**config.mk**
```make
export PLATFORM = sky130hd
export DESIGN_NAME = interrupt_ack_sequencer_8259a
export DESIGN_NICKNAME = d
export VERILOG_FILES = /design/src/rtl/interrupt_ack_sequencer_8259a.sv
export SDC_FILE = /design/constraint.sdc
export NUM_CORES = 1
export LEC_CHECK = 0
export ABC_CLOCK_PERIOD_IN_PS = 6200
export BUFFER_PORTS_ARGS = -buffer_cell sky130_fd_sc_hd__buf_4
export CORE_ASPECT_RATIO = 0.8
export CORE_MARGIN = 2
export CORE_UTILIZATION = 59
export CTS_BUF_LIST = sky130_fd_sc_hd__clkbuf_4
export DETAILED_ROUTE_END_ITERATION = 6
export GPL_ROUTABILITY_DRIVEN = 0
export HOLD_SLACK_MARGIN = 0.05
export PLACE_DENSITY_LB_ADDON = 0.2
export SYNTH_ARGS = -nofsm -noshare
export SYNTH_HDL_FRONTEND = slang
export SYNTH_SLANG_ARGS = --single-unit
export TNS_END_PERCENT = 20
```
**constraint.sdc**
```tcl
create_clock -name clock -period 6.2 [get_ports clock]
set_input_delay 0.62 -clock clock [delete_from_list [all_inputs] [get_ports clock]]
set_output_delay 0.62 -clock clock [all_outputs]
set_load 0.02 [all_outputs]
```
**src/rtl/interrupt_ack_sequencer_8259a.sv**
```systemverilog
// 8259A control sequencer: priority resolution, 8086-mode INTA handshake, ISR and EOI handling.
// Optional auto-EOI support is compiled in with INTERRUPT_ACK_SEQUENCER_AUTO_EOI_EN.
module interrupt_ack_sequencer_8259a (
  input  logic       clock,
  input  logic       reset_n,
  input  logic [7:0] interrupt_request_register,
  input  logic [7:0] interrupt_mask,
  input  logic [4:0] vector_base,
  input  logic       interrupt_acknowledge_n,
  input  logic       eoi_pulse,
  input  logic       eoi_specific,
  input  logic [2:0] eoi_level,
  input  logic       eoi_rotate,
  input  logic       auto_eoi_config,
  output logic       interrupt_to_cpu,
  output logic       freeze,
  output logic [7:0] clear_interrupt_request,
  output logic [7:0] in_service_register,
  output logic [7:0] vector_out,
  output logic       vector_valid
);

  typedef enum logic [2:0] {
    ST_IDLE  = 3'd0,
    ST_REQ   = 3'd1,
    ST_ACK1  = 3'd2,
    ST_WAIT2 = 3'd3,
    ST_ACK2  = 3'd4
  } state_t;

  state_t     state_r;
  logic [2:0] lowest_priority_r;
  logic       inta_prev_r;

  logic [3:0] cand_s;
  logic [3:0] top_s;
  logic       qualify_s;
  logic       fall_s;
  logic       rise_s;
  logic       first_ack_s;
  logic       final_ack_s;
  logic       auto_eoi_s;
  logic       eoi_hit_s;
  logic [2:0] eoi_lvl_s;
  logic [2:0] ack_level_s;
  logic [7:0] isr_clr_s;
  logic [7:0] isr_set_s;
  logic [7:0] isr_next_s;
  logic [2:0] lp_next_s;

  // Rank 0 is the highest priority; ranks wrap around the lowest-priority level.
  function automatic logic [2:0] rank_of(input logic [2:0] lvl, input logic [2:0] lowest);
    rank_of = lvl - lowest - 3'd1;
  endfunction

  // Returns {found, level} of the highest-priority set bit under the current rotation.
  function automatic logic [3:0] highest_set(input logic [7:0] bits, input logic [2:0] lowest);
    logic [2:0] lvl;
    highest_set = 4'd0;
    for (int k = 7; k >= 0; k--) begin
      lvl = lowest + 3'd1 + 3'(k);
      highest_set = bits[lvl] ? {1'b1, lvl} : highest_set;
    end
  endfunction

  assign fall_s      = inta_prev_r & ~interrupt_acknowledge_n;
  assign rise_s      = ~inta_prev_r & interrupt_acknowledge_n;
  assign first_ack_s = (state_r == ST_REQ) && fall_s;
  assign final_ack_s = (state_r == ST_ACK2) && rise_s;

`ifdef INTERRUPT_ACK_SEQUENCER_AUTO_EOI_EN
  assign auto_eoi_s = final_ack_s & auto_eoi_config;
`else
  logic unused_cfg_s;
  assign unused_cfg_s = auto_eoi_config;
  assign auto_eoi_s   = 1'b0;
`endif

  // Candidate selection and nesting qualification against the ISR.
  always_comb begin
    cand_s = highest_set(interrupt_request_register & ~interrupt_mask, lowest_priority_r);
    top_s  = highest_set(in_service_register, lowest_priority_r);
    if (!cand_s[3]) begin
      qualify_s = 1'b0;
    end else if (!top_s[3]) begin
      qualify_s = 1'b1;
    end else begin
      qualify_s = rank_of(cand_s[2:0], lowest_priority_r) < rank_of(top_s[2:0], lowest_priority_r);
    end
    ack_level_s = qualify_s ? cand_s[2:0] : 3'd7;
  end

  // EOI target resolution on the pre-update ISR.
  always_comb begin
    eoi_lvl_s = 3'd0;
    eoi_hit_s = 1'b0;
    if (eoi_pulse && eoi_specific) begin
      eoi_lvl_s = eoi_level;
      eoi_hit_s = in_service_register[eoi_level];
    end else if (eoi_pulse) begin
      eoi_lvl_s = top_s[2:0];
      eoi_hit_s = top_s[3];
    end else begin
      eoi_lvl_s = 3'd0;
      eoi_hit_s = 1'b0;
    end
  end

  // Next ISR and rotation; a set from the acknowledge overrides any clear of the same bit.
  always_comb begin
    isr_clr_s = 8'd0;
    isr_set_s = 8'd0;
    lp_next_s = lowest_priority_r;
    if (eoi_hit_s) begin
      isr_clr_s = isr_clr_s | (8'd1 << eoi_lvl_s);
      lp_next_s = eoi_rotate ? eoi_lvl_s : lowest_priority_r;
    end else begin
      lp_next_s = lowest_priority_r;
    end
    if (auto_eoi_s) begin
      isr_clr_s = isr_clr_s | (8'd1 << vector_out[2:0]);
      lp_next_s = eoi_rotate ? vector_out[2:0] : lp_next_s;
    end else begin
      lp_next_s = lp_next_s;
    end
    if (first_ack_s && qualify_s) begin
      isr_set_s = 8'd1 << cand_s[2:0];
    end else begin
      isr_set_s = 8'd0;
    end
    isr_next_s = (in_service_register & ~isr_clr_s) | isr_set_s;
  end

  // Handshake FSM with all CPU- and IRR-facing outputs registered.
  always_ff @(posedge clock) begin
    if (!reset_n) begin
      state_r                 <= ST_IDLE;
      lowest_priority_r       <= 3'd7;
      inta_prev_r             <= 1'b1;
      interrupt_to_cpu        <= 1'b0;
      freeze                  <= 1'b0;
      clear_interrupt_request <= 8'd0;
      in_service_register     <= 8'd0;
      vector_out              <= 8'd0;
      vector_valid            <= 1'b0;
    end else begin
      inta_prev_r             <= interrupt_acknowledge_n;
      in_service_register     <= isr_next_s;
      lowest_priority_r       <= lp_next_s;
      clear_interrupt_request <= 8'd0;
      case (state_r)
        ST_IDLE: begin
          if (qualify_s) begin
            interrupt_to_cpu <= 1'b1;
            state_r          <= ST_REQ;
          end
        end
        ST_REQ: begin
          // A vanished request still completes the handshake as a spurious level 7.
          if (fall_s) begin
            clear_interrupt_request <= isr_set_s;
            freeze                  <= 1'b1;
            interrupt_to_cpu        <= 1'b0;
            vector_out              <= {vector_base, ack_level_s};
            state_r                 <= ST_ACK1;
          end
        end
        ST_ACK1: begin
          if (rise_s) begin
            state_r <= ST_WAIT2;
          end
        end
        ST_WAIT2: begin
          if (fall_s) begin
            vector_valid <= 1'b1;
            state_r      <= ST_ACK2;
          end
        end
        ST_ACK2: begin
          if (rise_s) begin
            vector_valid <= 1'b0;
            freeze       <= 1'b0;
            state_r      <= ST_IDLE;
          end
        end
        default: begin
          interrupt_to_cpu <= 1'b0;
          freeze           <= 1'b0;
          vector_valid     <= 1'b0;
          state_r          <= ST_IDLE;
        end
      endcase
    end
  end

endmodule
```
==> impl_metrics.env <==
export IMPL_outcome="finished, final reports clean"
export IMPL_crit_required_ps=6480
export IMPL_yosys_top_cell_by_area="dfxtp_1"
export IMPL_rsz0062_at_grt="no"
export IMPL_synth_area_per_cell_um2=9.06
export IMPL_drive_gt1_share_pct=30.2
export IMPL_syn2layout_area_growth_pct=14.8
export IMPL_critPathArrivalTime_ps=6050
export IMPL_cp_slowest_cell="dfxtp_1"
export IMPL_wirelength_um=9880
export IMPL_cp_top_family="compound AO/OA/AOI/OAI gates"
export IMPL_seq_area_frac_synth_pct=19.5
export IMPL_max_stage_delay_ps=550
export IMPL_die_span_in_x_um=90.1
export IMPL_synth_seq_cells=34
export IMPL_full_die_area_um2=6560
export IMPL_post_route_util_pct=69.0
export IMPL_nFillCells=468
export IMPL_timing_critical_path_fanout_max=43
export IMPL_drt_drc_violations_left=0
export IMPL_htree_num_levels=2
export IMPL_cp_cell_sequence="inv_1 -> ha_1 -> buf_6 -> nand3b_1 -> a21boi_0 -> mux4_2 -> a22oi_1 -> o21ai_1 -> o21ai_1 -> o21a_2 -> inv_2 -> ha_1 -> fa_1 -> xor2_1 -> xnor2_1 -> ha_1 -> a21o_1 -> a32o_1 -> nor2_1 -> o21ai_1 -> nor2_1 -> a32o_1"
export IMPL_placement_rows=25
export IMPL_end_kind="flip-flop"
export IMPL_dp_hpwl_um=7410
export IMPL_fin_setup_tns_ps=0
export IMPL_post_synth_main_area_contributors="dfxtp_1 (19%), mux4_2 (13%), mux2_2 (4.5%)"
export IMPL_antenna_left=0
export IMPL_critical_path_reg2reg_endpoint="in_service_register[7]$_SDFF_PN0_"
export IMPL_grt_max_degree=44
export IMPL_whs_endpoint="inta_prev_r$_SDFF_PN1_"
export IMPL_final_net_count=475
export IMPL_cts_sinks=34
export IMPL_post_synth_num_cell_types=78
export IMPL_first_global_vias=3109
export IMPL_clk_root_buffer_cell="clkbuf_4"
export IMPL_global_route_wire_length_before_repair_um=15400
export IMPL_worst_slew_margin_rel_pct=47.5
export IMPL_insertedDiodeCount=0
export IMPL_min_path_cells=2
export IMPL_floorplan_io_pins=58
export IMPL_setup_worst_path_class="reg2reg"
export IMPL_final_min_period_ps=5770
export IMPL_finClkSkew_ps=7.14
export IMPL_synth_ff_type="dfxtp_1"
export IMPL_number_of_antenna_violations_at_the_first_check_in_global_routing=0
export IMPL_ff2ff_path_depth=22
export IMPL_power_density_nw_per_um2=212
export IMPL_grt_use_total_pct=29.4
export IMPL_grt_remaining_overflow=0
export IMPL_clock_tree_buffer_depth=2
export IMPL_cts_tree="yes"
export IMPL_floorplan_initialDensity_pct=60.1
export IMPL_netlist_area_um2=3500
export IMPL_critPathBufInv=3
export IMPL_layout_cells_most_common_list="buf_4 (64), dfxtp_1 (34), nor2_1 (28)"
export IMPL_worstSkewPairLatency_ps=330
export IMPL_dr_first_iter_drc_count=325
export IMPL_hold_viol_final=0
export IMPL_total_of_endpoints_with_negative_setup_slack_in_the_final_report=0
export IMPL_report_final_slew_viol_count=0
export IMPL_finalCritPeriodShare_pct=93.1
export IMPL_timing_worst_slew_pin_value_ps=776
export IMPL_number_of_cts_inserted_buffers=5
export IMPL_io_buffers=56
export IMPL_wl_per_cell_um=19.1
export IMPL_core_area_um2=5820
export IMPL_power_static_leakage_nw=1.70
export IMPL_ff2ff_setup_slack_ps=430
export IMPL_max_cap_viol_count=0
export IMPL_worst_hold_path_type="in2reg"
export IMPL_detailroute_via_count=3536
export IMPL_synth_warnings=0
export IMPL_ir_drop_mv=0.149
export IMPL_final_common_cell="buf_4"
export IMPL_vias_per_cell=6.83
export IMPL_dieHeight_um=72.9
export IMPL_fmax_ghz=0.173
export IMPL_asr_flop_ratio_synth_pct=0
export IMPL_clock_transition_time_at_the_flip_flop_clock_pins_of_the_worst_setup_and_hold_paths_ps=110
export IMPL_r2r_start="lowest_priority_r[0]$_SDFFE_PN1P_"
export IMPL_synth_nets=425
export IMPL_synthDominantCellAreaShare_pct=19.5
export IMPL_worst_hold_startpoint="interrupt_acknowledge_n"
export IMPL_edff_count_synth=0
export IMPL_setup_worst_path_start_class="flip-flop"
export IMPL_synth_cells=386
export IMPL_first_pass_iters=5
-- power breakdown --
| part | switching, mW | internal, mW | leakage [nW] |
|---|---|---|---|
| registers | 0.0209 | 0.236 | 0.276 |
| clock network | 0.0755 | 0.0470 | 0.0331 |
| logic | 0.267 | 0.203 | 1.39 |
| total | 0.364 | 0.486 | 1.70 |
-- metrics by stage --
step	instance area, um^2	setup WS [ps]	cells	total power, mW	hold slack [ps]
final	4010	425	518	0.849	487
after global placement	3960	523	510	0.706	464
after detailed placement	3960	311	510	0.719	474
after floorplan	3500	660	386	0.598	497
after CTS	4010	280	518	0.838	481
after global routing	4010	82.2	518	0.900	475
-- flip-flops by register name, summed over array words and instances (netlist names) --
signal and count:
vector_out 8, inta_prev_r 1, in_service_register 8, clear_interrupt_request 8, vector_valid 1, state_r 3
lowest_priority_r 3, freeze 1, interrupt_to_cpu 1
-- cell families after synthesis --
logic type / count (synthesis) / synth area share (%)
simple gates: 134 / 21.4
buf+inv: 34 / 5.05
flops: 34 / 19.5
xor+xnor: 11 / 3.79
fa+ha+maj: 8 / 3.29
mux: 52 / 22.8
compound gates: 113 / 24.2
-- repair_timing --
item,4_1_cts,5_1_grt
hold endpoints to repair,0,0
gates resized for setup,0,2
hold buffers,0,0
setup endpoints to repair,0,8
buffers inserted,0,0
-- worst max-delay path by stage --
stage	cells after the start	slack [ps]	to	from
3_3_place_gp	22	520	in_service_register[5]$_SDFF_PN0_	lowest_priority_r[0]$_SDFFE_PN1P_
3_5_place_dp	22	310	in_service_register[7]$_SDFF_PN0_	lowest_priority_r[0]$_SDFFE_PN1P_
5_1_grt	22	80	in_service_register[7]$_SDFF_PN0_	lowest_priority_r[0]$_SDFFE_PN1P_
4_1_cts	22	280	in_service_register[7]$_SDFF_PN0_	lowest_priority_r[0]$_SDFFE_PN1P_
6_report	22	430	in_service_register[7]$_SDFF_PN0_	lowest_priority_r[0]$_SDFFE_PN1P_
2_1_floorplan	25	660	in_service_register[7]$_SDFF_PN0_	lowest_priority_r[0]$_SDFFE_PN1P_
-- per-layer routing --
metal / track usage (%) / wire (um)
met5: 0 / 0
met4: 8.72 / 240
met3: 4.75 / 996
met2: 45.4 / 4320
met1: 42.8 / 4320
-- area by class of cell --
| type | count | area [um^2] | share of cell area, % |
|---|---|---|---|
| Sequential cell | 34 | 681 | 17.0 |
| Timing Repair Buffer | 65 | 492 | 12.3 |
| Inverter | 12 | 46.3 | 1.15 |
| Tap cell | 81 | 101 | 2.52 |
| Clock buffer | 6 | 45.0 | 1.12 |
| Multi-Input combinational cell | 318 | 2640 | 65.8 |
| Clock inverter | 2 | 8.76 | 0.218 |
-- cells in the mapped netlist, types with 5 or more instances --
cell	instances
a21oi_1	17
a22o_1	5
a31oi_1	5
buf_2	5
buf_6	5
clkbuf_1	10
dfxtp_1	34
ha_1	6
inv_1	9
mux2_2	14
mux2i_1	15
mux4_2	20
nand2_1	25
nand2b_1	9
nand3_1	9
nand3b_1	6
nor2_1	28
nor2b_1	15
nor3_1	12
nor4_1	5
o211ai_1	7
o21ai_0	12
o21ai_1	7
(Power assumes the default switching activity.)
